`config.mk`:
```
export PLATFORM = sky130hd
export DESIGN_NAME = fir_mac_sched_flat
export DESIGN_NICKNAME = d
export VERILOG_FILES = /design/src/rtl/fir_mac_sched_if.sv /design/src/rtl/fir_mac_sched.sv /design/src/flat_wrapper.sv
export SDC_FILE = /design/constraint.sdc
export NUM_CORES = 1
export LEC_CHECK = 0
export BUFFER_PORTS_ARGS = -buffer_cell sky130_fd_sc_hd__buf_2
export CAP_MARGIN = 20
export CORE_MARGIN = 4
export CORE_UTILIZATION = 65
export DETAILED_ROUTE_END_ITERATION = 7
export GPL_ROUTABILITY_DRIVEN = 0
export PLACE_DENSITY = 0.83
export SLEW_MARGIN = 15
export SYNTH_ARGS = -nofsm -noshare
export SYNTH_HDL_FRONTEND = slang
export SYNTH_SLANG_ARGS = --single-unit
```
`constraint.sdc`:
```
create_clock -name i_clk -period 13.9 [get_ports i_clk]
set_input_delay 2.78 -clock i_clk [delete_from_list [all_inputs] [get_ports i_clk]]
set_output_delay 2.78 -clock i_clk [all_outputs]
set_load 0.02 [all_outputs]
```
`src/rtl/fir_mac_sched_if.sv`:
```
// Sample, coefficient and result signals for fir_mac_sched.
// With FIR_MAC_SAT_FLAG_EN defined, the bundle also carries o_sat / i_sat_clr.
interface fir_mac_sched_if #(
  parameter int NB_INPUT  = 16,
  parameter int NB_COEF   = 16,
  parameter int NB_OUTPUT = 18,
  parameter int N_TAPS    = 4
);
  localparam int AW = $clog2(N_TAPS);

  logic signed [NB_INPUT-1:0]  i_data;
  logic                        i_valid;
  logic                        o_ready;
  logic                        i_coef_we;
  logic [AW-1:0]               i_coef_addr;
  logic signed [NB_COEF-1:0]   i_coef_data;
  logic                        o_coef_err;
  logic signed [NB_OUTPUT-1:0] o_data;
  logic                        o_valid;
`ifdef FIR_MAC_SAT_FLAG_EN
  logic                        o_sat;
  logic                        i_sat_clr;
`endif

  modport master (
    output i_data, i_valid, i_coef_we, i_coef_addr, i_coef_data,
    input  o_ready, o_coef_err, o_data, o_valid
`ifdef FIR_MAC_SAT_FLAG_EN
    , output i_sat_clr, input o_sat
`endif
  );

  modport slave (
    input  i_data, i_valid, i_coef_we, i_coef_addr, i_coef_data,
    output o_ready, o_coef_err, o_data, o_valid
`ifdef FIR_MAC_SAT_FLAG_EN
    , input i_sat_clr, output o_sat
`endif
  );
endinterface

```
`src/rtl/fir_mac_sched.sv`:
```
// Time-shared FIR: one multiplier + accumulator stepped over N_TAPS taps per sample.
// Optional sticky saturation flag with FIR_MAC_SAT_FLAG_EN.
//   state  | meaning
//   IDLE   | ready for a sample; coefficient writes accepted
//   MAC    | one tap per cycle, k = 0..N_TAPS-1
//   OUT    | register the sum and strobe o_valid
module fir_mac_sched #(
  parameter int NB_INPUT  = 16,
  parameter int NB_COEF   = 16,
  parameter int NB_OUTPUT = 18,
  parameter int N_TAPS    = 4
) (
  input  logic          i_clk,
  input  logic          i_rst,
  fir_mac_sched_if.slave bus
);
  localparam int AW = $clog2(N_TAPS);
  localparam int NP = NB_INPUT + NB_COEF;
  localparam int FB = NB_COEF - 1;
  localparam int SW = NP + 1 - FB;
  localparam logic signed [NP:0]   HALF  = (NP+1)'(2 ** (FB - 1));
  localparam logic signed [SW-1:0] T_MAX = SW'((2 ** (NB_INPUT - 1)) - 1);
  localparam logic signed [SW-1:0] T_MIN = ~T_MAX;

  typedef enum logic [1:0] {S_IDLE, S_MAC, S_OUT} state_t;

  state_t state_q, state_d;
  logic signed [NB_INPUT-1:0]  x_q    [N_TAPS];
  logic signed [NB_COEF-1:0]   coef_q [N_TAPS];
  logic [AW-1:0]               tap_q;
  logic signed [NB_OUTPUT-1:0] acc_q;
  logic signed [NB_OUTPUT-1:0] data_q;
  logic                        valid_q;
  logic                        err_q;

  logic accept, mac_en, out_en, last_tap, addr_ok, coef_wr, coef_drop;
  logic signed [NP-1:0]       prod;
  logic signed [NP:0]         rnd;
  logic signed [SW-1:0]       rsh;
  logic signed [NB_INPUT-1:0] t;
  logic                       sat_hi, sat_lo;

  always_ff @(posedge i_clk or posedge i_rst) begin
    if (i_rst) state_q <= S_IDLE;
    else       state_q <= state_d;
  end

  always_comb begin
    state_d = state_q;
    unique case (state_q)
      S_IDLE:  if (bus.i_valid) state_d = S_MAC;
      S_MAC:   if (last_tap)    state_d = S_OUT;
      S_OUT:   state_d = S_IDLE;
      default: state_d = S_IDLE;
    endcase
  end

  always_comb begin
    bus.o_ready = 1'b0;
    accept      = 1'b0;
    mac_en      = 1'b0;
    out_en      = 1'b0;
    unique case (state_q)
      S_IDLE: begin
        bus.o_ready = 1'b1;
        accept      = bus.i_valid;
      end
      S_MAC:   mac_en = 1'b1;
      S_OUT:   out_en = 1'b1;
      default: ;
    endcase
  end

  assign last_tap = (tap_q == AW'(N_TAPS - 1));

  // Address range can only be exceeded when N_TAPS is not a power of two.
  if ((1 << AW) == N_TAPS) begin : g_addr_full
    assign addr_ok = 1'b1;
  end else begin : g_addr_chk
    assign addr_ok = (int'(bus.i_coef_addr) < N_TAPS);
  end

  assign coef_wr   = bus.i_coef_we && (state_q == S_IDLE) && addr_ok;
  assign coef_drop = bus.i_coef_we && !coef_wr;

  // Round half up at the Q15 point, then clamp back to the sample range.
  assign prod = x_q[tap_q] * coef_q[tap_q];
  assign rnd  = {prod[NP-1], prod} + HALF;
  assign rsh  = SW'(rnd >>> FB);

  always_comb begin
    sat_hi = (rsh > T_MAX);
    sat_lo = (rsh < T_MIN);
    if (sat_hi)      t = T_MAX[NB_INPUT-1:0];
    else if (sat_lo) t = T_MIN[NB_INPUT-1:0];
    else             t = rsh[NB_INPUT-1:0];
  end

  always_ff @(posedge i_clk or posedge i_rst) begin
    if (i_rst) begin
      for (int k = 0; k < N_TAPS; k++) begin
        x_q[k]    <= '0;
        coef_q[k] <= '0;
      end
      tap_q   <= '0;
      acc_q   <= '0;
      data_q  <= '0;
      valid_q <= 1'b0;
      err_q   <= 1'b0;
    end else begin
      valid_q <= out_en;
      err_q   <= coef_drop;
      if (coef_wr) coef_q[bus.i_coef_addr] <= bus.i_coef_data;
      if (accept) begin
        x_q[0] <= bus.i_data;
        for (int k = 1; k < N_TAPS; k++) x_q[k] <= x_q[k-1];
        tap_q <= '0;
        acc_q <= '0;
      end else if (mac_en) begin
        acc_q <= acc_q + NB_OUTPUT'(t);
        tap_q <= last_tap ? '0 : tap_q + 1'b1;
      end
      if (out_en) data_q <= acc_q;
    end
  end

  assign bus.o_data     = data_q;
  assign bus.o_valid    = valid_q;
  assign bus.o_coef_err = err_q;

`ifdef FIR_MAC_SAT_FLAG_EN
  logic sat_q;

  // A clamp in the same cycle as a clear keeps the flag set.
  always_ff @(posedge i_clk or posedge i_rst) begin
    if (i_rst)                          sat_q <= 1'b0;
    else if (mac_en && (sat_hi || sat_lo)) sat_q <= 1'b1;
    else if (bus.i_sat_clr)             sat_q <= 1'b0;
  end

  assign bus.o_sat = sat_q;
`endif
endmodule
```
`src/flat_wrapper.sv`:
```
// flat-port wrapper written by rule: the top's interface ports become plain ports
module fir_mac_sched_flat 
#(
  parameter int NB_INPUT  = 16,
  parameter int NB_COEF   = 16,
  parameter int NB_OUTPUT = 18,
  parameter int N_TAPS    = 4
)
  (i_clk, i_rst, bus_i_data, bus_i_valid, bus_i_coef_we, bus_i_coef_addr, bus_i_coef_data, bus_o_ready, bus_o_coef_err, bus_o_data, bus_o_valid);
  fir_mac_sched_if #(.NB_INPUT(NB_INPUT), .NB_COEF(NB_COEF), .NB_OUTPUT(NB_OUTPUT), .N_TAPS(N_TAPS)) bus_i ();
  input  logic i_clk;
  input  logic i_rst;
  input wire logic [$bits(bus_i.i_data)-1:0] bus_i_data;
  input wire logic [$bits(bus_i.i_valid)-1:0] bus_i_valid;
  input wire logic [$bits(bus_i.i_coef_we)-1:0] bus_i_coef_we;
  input wire logic [$bits(bus_i.i_coef_addr)-1:0] bus_i_coef_addr;
  input wire logic [$bits(bus_i.i_coef_data)-1:0] bus_i_coef_data;
  output wire logic [$bits(bus_i.o_ready)-1:0] bus_o_ready;
  output wire logic [$bits(bus_i.o_coef_err)-1:0] bus_o_coef_err;
  output wire logic [$bits(bus_i.o_data)-1:0] bus_o_data;
  output wire logic [$bits(bus_i.o_valid)-1:0] bus_o_valid;
  assign bus_i.i_data = bus_i_data;
  assign bus_i.i_valid = bus_i_valid;
  assign bus_i.i_coef_we = bus_i_coef_we;
  assign bus_i.i_coef_addr = bus_i_coef_addr;
  assign bus_i.i_coef_data = bus_i_coef_data;
  assign bus_o_ready = bus_i.o_ready;
  assign bus_o_coef_err = bus_i.o_coef_err;
  assign bus_o_data = bus_i.o_data;
  assign bus_o_valid = bus_i.o_valid;
  fir_mac_sched #(.NB_INPUT(NB_INPUT), .NB_COEF(NB_COEF), .NB_OUTPUT(NB_OUTPUT), .N_TAPS(N_TAPS)) u_core (.i_clk(i_clk), .i_rst(i_rst), .bus(bus_i));
endmodule
```
[Yosys cells after proc, flatten, opt, wreduce, memory -nomap -nowiden]
Index checks and enable logic that the tools add are counted.
Cells by class
  $add $sub $neg: 3
  $mul: 1
  order comparisons: 5
  equality and inequality tests: 5
  muxes and demuxes: 23
  bitwise gates (word level): 2
  reductions and logical operators: 7
Operator list (count)
  $mux W16: 7
  $bmux W16 S2: 2
  $bwmux W64: 1
  $mux W18: 2
  $add A32 B16 Y33 const B: 1
  $demux W16 S2: 1
  $mul A16 B16 Y32: 1
  $add A18 B16 Y18: 1
  $gt A18 B16 Y1 const B: 1
  $lt A18 B16 Y1 const B: 1
  $mux W2: 5
  $ge A3 B3 Y1 const B: 2
  $not A2 Y3: 2
  $eq A2 B2 Y1 const B: 2
  $mux W1: 4
  $pmux W2 S2: 1
  $logic_and A1 B1 Y1: 3
  $lt A3 B1 Y1 const B: 1
  $add A2 B1 Y2 const B: 1
  $eq A2 B1 Y1 const B: 1
  $logic_not A2 Y1: 1
  $ne A2 B1 Y1 const B: 1
  $ne A2 B2 Y1 const B: 1
  $reduce_and A2 Y1: 1
  other kinds (2): 2
Word-level totals
  register bits: 170
  bits of input ports: 38
  output and inout bits: 21
  logic and storage cells: 60

[Longest topological paths before layout]
Gate-level depths: netlist of run 1.
  depth after elaboration: 12
  gate-level depth with buffers: 43
  gate-level depth less buffers: 39

[Worst setup path after synthesis of run 1]
Ideal clock, no wire load.
  path type: reg-to-reg
  from: register u_core.tap_q[1]
  to: register u_core.acc_q[16]
  setup time: 95 ps
  arrival time: 9797 ps
  path slack: 4008 ps
  cell stages (with the launch flop): 39
  path buffers: 4
  clock period less this slack: 9892 ps
  cells stage by stage: dfrtp_1 -> clkbuf_1 -> clkbuf_1 -> clkbuf_1 -> mux4_2 -> clkbuf_1 -> nand2_1 -> inv_1 -> fa_1 -> inv_1 -> fa_1 -> inv_1 -> fa_1 -> fa_1 -> fa_1 -> fa_1 -> ha_1 -> a21o_1 -> [... 3 more ...] -> nor2_1 -> nand2_2 -> a211oi_4 -> xor2_2 -> a21oi_2 -> o21ai_1 -> ha_1 -> fa_1 -> a21o_1 -> a21oi_1 -> o21bai_1 -> a21oi_1 -> o21bai_1 -> a211oi_1 -> o21ai_1 -> and4b_1 -> o31a_1 -> o31ai_1
On the way
  cells in the longest elaborated chain, start to end: 12
  elaborated cells between the ends (all ways): 16
RTL lines
  from (decl): line fir_mac_sched.sv:30  | logic [AW-1:0] tap_q;
  from (signal assigned): line fir_mac_sched.sv:121  | tap_q <= last_tap ? '0 : tap_q + 1'b1;
  $not A2 Y3 (not written as such) (*): line fir_mac_sched.sv:87  | assign prod = x_q[tap_q] * coef_q[tap_q];
  $bmux W16 S2: line fir_mac_sched.sv:87
  $mux W16 (not written as such) (2 in a row): line fir_mac_sched.sv:87
  $mul A16 B16 Y32 (*): line fir_mac_sched.sv:87
  $add A32 B16 Y33 (*): line fir_mac_sched.sv:88  | assign rnd = {prod[NP-1], prod} + HALF;
  $lt A18 B16 Y1: line fir_mac_sched.sv:93  | sat_lo = (rsh < T_MIN);
  $mux W16: line fir_mac_sched.sv:95  | else if (sat_lo) t = T_MIN[NB_INPUT-1:0];
  $mux W16 (*): line fir_mac_sched.sv:94  | if (sat_hi) t = T_MAX[NB_INPUT-1:0];
  $add A18 B16 Y18 (*): line fir_mac_sched.sv:120  | acc_q <= acc_q + NB_OUTPUT'(t);
  $mux W18 (*): line fir_mac_sched.sv:119  | end else if (mac_en) begin
  $mux W18 (*): line fir_mac_sched.sv:114  | if (accept) begin
  to (signal assigned): line fir_mac_sched.sv:120
  to (decl): line fir_mac_sched.sv:31  | logic signed [NB_OUTPUT-1:0] acc_q;
Every way passes the cells marked *; elsewhere a longest branch is shown, timed or not. The select of a mux whose other input is x is not followed.
A chain may end at the register's enable or synchronous reset.

[Worst setup path after layout of run 1]
  from: register u_core.tap_q[0]
  to: register u_core.acc_q[17]
The elaborated chain is that of the path after synthesis.

==> impl_metrics.csv, run 1 <==
group,metric,value,unit
run,drv_cap,0,
route,initialDrtViolationCount,1147,
timing,slew_headroom,26.4,%
cells_and_area,final_common_cell,"nand2_1",
grt,grt_max_degree,99,
clock_network,ctsHoldBuffers,0,
synthesis,synth_mux_area_share,9.53,%
synthesis,ys_seq_area_share,24.2,%
clock_network,cts-root-buf,"clkbuf_16",
critical_path,worstReg2RegStart,"u_core.tap_q[0]$_DFFE_PP0P_",
synthesis,synth.largest_area_cell,"fa_1",
route,drc,0,
critical_path,reg2reg_slack,2960,ps
hold_path,hold_path.class,"register to register",
timing,clock_skew,10.4,ps
clock_network,cts_resized,0,
synthesis,synth_area_per_cell,9.83,um2
synthesis,synthSimpleGateAreaFrac,13.8,%
grt,track_usage,29.9,%
critical_path,worstRegToRegCells,33,
synthesis,yosys_register_bits,170,
synthesis,synth_top_family_by_area,"adder cells",
synthesis,async_flop_share,100,%
clock_network,clk_latency,440,ps
hold_path,hold_depth,2,
cells_and_area,syn_to_final_growth,6.54,%
grt,antenna_found_initial,0,
critical_path,cp-endpoint,"u_core.acc_q[17]$_DFFE_PP0P_",
cells_and_area,drive_gt1_share,11.9,%
clock_network,cts_buffer_depth,2,
place,hpwlAfterDp,31.3,mm
synthesis,synth_area_leaders,"fa_1, dfrtp_1, nand2_1, ha_1, inv_1",
synthesis,synth-xor-area-share,2.11,%
synthesis,synth_top_area_share,30.5,%
floorplanning,coreArea,26400,um2
synthesis,yosysWarnings,0,
clock_network,clk_pin_slew,70,ps
route,ant_nets,0,
floorplanning,fp-row-count,59,
critical_path,crit_top_cell,"fa_1",
synthesis,synth_compound_area_share,4.98,%
place,io_buffers,58,
route,drt-total-wl,42.6,mm
synthesis,yosys.area_share.adder,37.3,%
critical_path,cp_max_fo,39,
route,via_per_inst,5.93,
grt,overflow,0,
floorplanning,ios,59,
timing,fmax,0.0914,GHz
critical_path,cpPeakStageDelay,780,ps
critical_path,start_kind,"register",
synthesis,syn_nets,2194,
critical_path,critPathRequiredTime,14280,ps
cells_and_area,fin_nets,2213,
timing,period_needed,10940,ps
critical_path,crit_start,"u_core.tap_q[0]$_DFFE_PP0P_",
synthesis,synth_flop_cell,"dfrtp_1",
synthesis,syn_inst,1792,
timing,rsz0062_at_grt,"no",
timing,tightest_slew,1100,ps
critical_path,reg2reg_to,"u_core.acc_q[17]$_DFFE_PP0P_",
outcome,status,"finished clean",
grt,grt_pass1_vias,14028,
route,firstDrtPassIters,6,
floorplanning,start_util,66.8,%
timing,timing.final.crit_share,78.7,%
critical_path,cpMaxStageDelayCell,"dfrtp_2",
timing,slew_viol_final,0,
floorplanning,die_w,173,um
timing,setup_viol,0,
critical_path,critPathArrivalTime,11320,ps
timing,final_hold_viol_count,0,
timing,finalSetupTns,0,ps
clock_network,htreeDepth,4,
grt,grt_pass1_wl,71.3,mm
clock_network,numCtsBuffers,17,
route,wire_per_inst,19.8,um
synthesis,yosysUniqueCellTypes,61,
floorplanning,die_area,29800,um2
critical_path,endpoint_kind,"register",
synthesis,syn_area,17600,um2
synthesis,synth_edf_count,0,
cells_and_area,diodes,0,
clock_network,post_cts_buffers,0,
clock_network,cts_tree,"done",
cells_and_area,final_cell_mix,"nand2_1, inv_1, fa_1",
route,vias,12803,
clock_network,numClockSinks,170,
critical_path,critPathKind,"register to register",
floorplanning,die_h,173,um
==> how the worst min path moves through the flow <==
stage                               startpoint                          to  slack, ps
finish               u_core.x_q[8]$_DFFE_PP0P_   u_core.x_q[8]$_DFFE_PP0P_        480
global route        u_core.x_q[10]$_DFFE_PP0P_  u_core.x_q[10]$_DFFE_PP0P_        500
CTS                  u_core.x_q[8]$_DFFE_PP0P_   u_core.x_q[8]$_DFFE_PP0P_        480
detailed placement   u_core.x_q[8]$_DFFE_PP0P_   u_core.x_q[8]$_DFFE_PP0P_        460
global placement    u_core.x_q[11]$_DFFE_PP0P_  u_core.x_q[11]$_DFFE_PP0P_        450
floorplan           u_core.x_q[10]$_DFFE_PP0P_  u_core.x_q[10]$_DFFE_PP0P_        440
==> routing by layer <==
metal	part of all wire, %	GRT usage, %	vias up
li1	-	-	5576
met1	39	39.7	6415
met2	48	48.3	673
met3	9.0	6.40	139
met4	4.8	13.0	0
met5	0	0	-
==> state kept, by name, summed over array words and instances (netlist names) <==
| register | count |
|---|---|
| u_core.state_q | 2 |
| u_core.tap_q | 2 |
| u_core.bus.o_data | 18 |
| u_core.bus.o_coef_err | 1 |
| u_core.acc_q | 18 |
| u_core.bus.o_valid | 1 |
| u_core.x_q | 64 |
| u_core.coef_q | 64 |
==> worst max-delay path, delay by kind of cell, from the launching register on <==
family,cells,cell delay [ps]
compound gates,14,3840
fa+ha+maj,8,3670
flops,1,780
mux,1,780
simple gates,5,740
buf+inv,3,650
xor+xnor,2,410
==> logic make-up after synthesis <==
kind of cell	Yosys count
fa+ha+maj	364
mux	134
flops	170
xor+xnor	40
buf+inv	382
simple gates	562
compound gates	140
==> Yosys cell counts (11+ instances only) <==
cell	n
clkbuf_1	60
nand3_1	25
mux2_2	82
mux4_2	17
o21ai_0	12
mux2i_1	18
ha_1	96
a21o_1	13
o21a_1	11
dfrtp_1	170
fa_1	268
nor2b_1	17
xor2_1	13
nand2_1	343
xnor2_1	25
and2_1	53
mux2_1	17
nor2_1	84
o21ai_1	46
inv_1	310
a21oi_1	23
==> per-stage QoR <==
stage / area [um2] / util, % / setup WS, ps / hold WS [ps] / std cells
2_1_floorplan: 17600 / - / 4010 / 441 / 1792
5_1_grt: 18800 / 71.2 / 2450 / 495 / 2159
3_5_place_dp: 18200 / 69.0 / 3160 / 459 / 2127
4_1_cts: 18800 / 71.2 / 3120 / 476 / 2159
3_3_place_gp: 18200 / 68.9 / 3480 / 452 / 2126
6_report: 18800 / 71.2 / 2960 / 476 / 2159
==> final cells by class <==
cell class / count / area (um2)
fill: 1772 / 7590
multi-input combinational: 1240 / 11900
sequential: 170 / 4260
inverter: 311 / 1170
clock inverter: 13 / 144
clock buffer: 19 / 443
tap: 335 / 419
timing repair buffer: 71 / 392
Power of run 1 is not shown: default switching activity piles up to over one toggle a cycle in this logic, so the estimate is an artifact.
==> run 2, diff against run 1 <==
==> constraint.sdc (replaced) <==
create_clock -name i_clk -period 11.3 [get_ports i_clk]
set_input_delay 2.26 -clock i_clk [delete_from_list [all_inputs] [get_ports i_clk]]
set_output_delay 2.26 -clock i_clk [all_outputs]
set_load 0.02 [all_outputs]
==> run 2 against run 1 <==
  * Fmax up 2.1%
  * Worst setup slack lost 2400 ps
  * Die area did not move
  * Via count barely moved
  * Routed wire length down 1.6%
  * Critical path depth rose by 1
  * Critical endpoint unchanged
  * Highest routed layer unchanged
==> impl_metrics.csv, run 2 (same netlist as run 1, synthesis figures left out) <==
group,metric,value,unit
route,via_per_inst,5.89,
timing,slew_viol_final,0,
place,io_buffers,58,
grt,grt_pass1_vias,14111,
clock_network,cts_buffer_depth,2,
hold_path,min_from,"u_core.x_q[8]$_DFFE_PP0P_",
timing,whs,489,ps
outcome,status,"finished clean",
route,ant_nets,0,
place,hpwlAfterDp,31.7,mm
run,drv_cap,0,
clock_network,cts_tree,"done",
floorplanning,die_h,173,um
cells_and_area,multi_input_area,12000,um2
cells_and_area,fin_nets,2223,
clock_network,post_cts_buffers,0,
route,wire_per_inst,19.3,um
route,vias,12799,
cells_and_area,syn_to_final_growth,7.34,%
route,drt-total-wl,42.0,mm
cells_and_area,final_area,18900,um2
floorplanning,fp-row-count,59,
floorplanning,coreArea,26400,um2
hold_path,hold_path.class,"register to register",
route,initialDrtViolationCount,1139,
critical_path,crit_top_cell,"fa_1",
critical_path,critPathArrivalTime,11090,ps
grt,antenna_found_initial,1,
timing,final_hold_viol_count,0,
clock_network,cts-root-buf,"clkbuf_16",
route,firstDrtPassIters,6,
floorplanning,die_w,173,um
critical_path,crit_start,"u_core.tap_q[0]$_DFFE_PP0P_",
cells_and_area,fill_cells,1832,
timing,slew_headroom,29.4,%
critical_path,worstReg2RegStart,"u_core.tap_q[0]$_DFFE_PP0P_",
timing,timing.final.crit_share,94.8,%
clock_network,numCtsBuffers,17,
clock_network,htreeDepth,4,
timing,period_needed,10720,ps
cells_and_area,ff_latch_area,4260,um2
critical_path,endpoint_kind,"register",
grt,overflow,0,
cells_and_area,reg_top3,"u_core.coef_q: 64 flops, u_core.x_q: 64 flops",
cells_and_area,final_common_cell,"nand2_1",
cells_and_area,drive_gt1_share,12.5,%
floorplanning,die_area,29800,um2
clock_network,clk_latency,440,ps
grt,grt_pass1_wl,70.5,mm
place,dpl-instance-area,18300,um2
clock_network,ctsHoldBuffers,0,
critical_path,cp_max_fo,26,
cells_and_area,final_cell_mix,"nand2_1, inv_1, fa_1",
timing,fmax,0.0933,GHz
timing,tightest_slew,1060,ps
floorplanning,ios,59,
grt,track_usage,29.3,%
timing,clock_skew,13.1,ps
timing,setup_viol,0,
place,pre_cts_ws,741,ps
grt,grt_max_degree,101,
clock_network,clk_pin_slew,80,ps
clock_network,numClockSinks,170,
critical_path,cpPeakStageDelay,780,ps
critical_path,critPathRequiredTime,11670,ps
critical_path,start_kind,"register",
critical_path,cpMaxStageDelayCell,"mux4_2",
route,drc,0,
critical_path,critPathKind,"register to register",
timing,layout_setup_ws,582,ps
floorplanning,start_util,66.8,%
## run 2: per-stage QoR
step                instances  utilization [%]  TNS [ps]
finish                   2172             71.7         0
global route             2170             71.7     -36.8
CTS                      2169             71.7         0
detailed placement       2137             69.3         0
global placement         2135             69.2         0
floorplan                1792                -         0
## run 2: worst paths after layout
check / slack (ps) / depth (start not counted) / to
hold reg to reg: 490 / 2 / u_core.x_q[8]$_DFFE_PP0P_
setup / recovery: 580 / 34 / u_core.acc_q[17]$_DFFE_PP0P_
hold / removal: 490 / 2 / u_core.x_q[8]$_DFFE_PP0P_
min in group asynchronous: 2000 / 2 / u_core.coef_q[53]$_DFFE_PP0P_
setup reg to reg: 580 / 34 / u_core.acc_q[17]$_DFFE_PP0P_
max in group asynchronous: 7810 / 3 / u_core.tap_q[1]$_DFFE_PP0P_
## run 2: worst max-delay path: cells and delay by family (launching register included)
family                     cells  cell delay (ps)
AOI/OAI and AO/OA             13             3450
xor gates and xnor gates       2              540
adders and majority gates      8             3540
buffers and inverters          4              590
DFF                            1              730
muxes                          1              780
and+or+nand+nor                6              980
## run 2: metal layers
layer  global-route usage (%)  share of wire [%]  wire length, um
met3                     5.50                7.7             3240
met2                     49.1                 50            20900
met1                     39.0                 40            16600
met5                        0                  0                0
met4                     10.1                3.0             1240
## run 2: final cells by class
type                    instances  share of cell area, %
flip-flops and latches        170                   22.5
inverters                     311                   6.20
well taps                     335                   2.22
diodes                          3                 0.0397
clock buffers                  17                   2.25
repair buffers                 81                   2.55
clock inverters                15                   1.01
multi-input cells            1240                   63.2
## run 2: timing repair
item | in CTS | in global routing
gates resized for setup | 0 | 3
endpoints found under the setup margin | 0 | 3
endpoints found under the hold margin | 0 | 0
Power of run 2 is left out for the same reason.
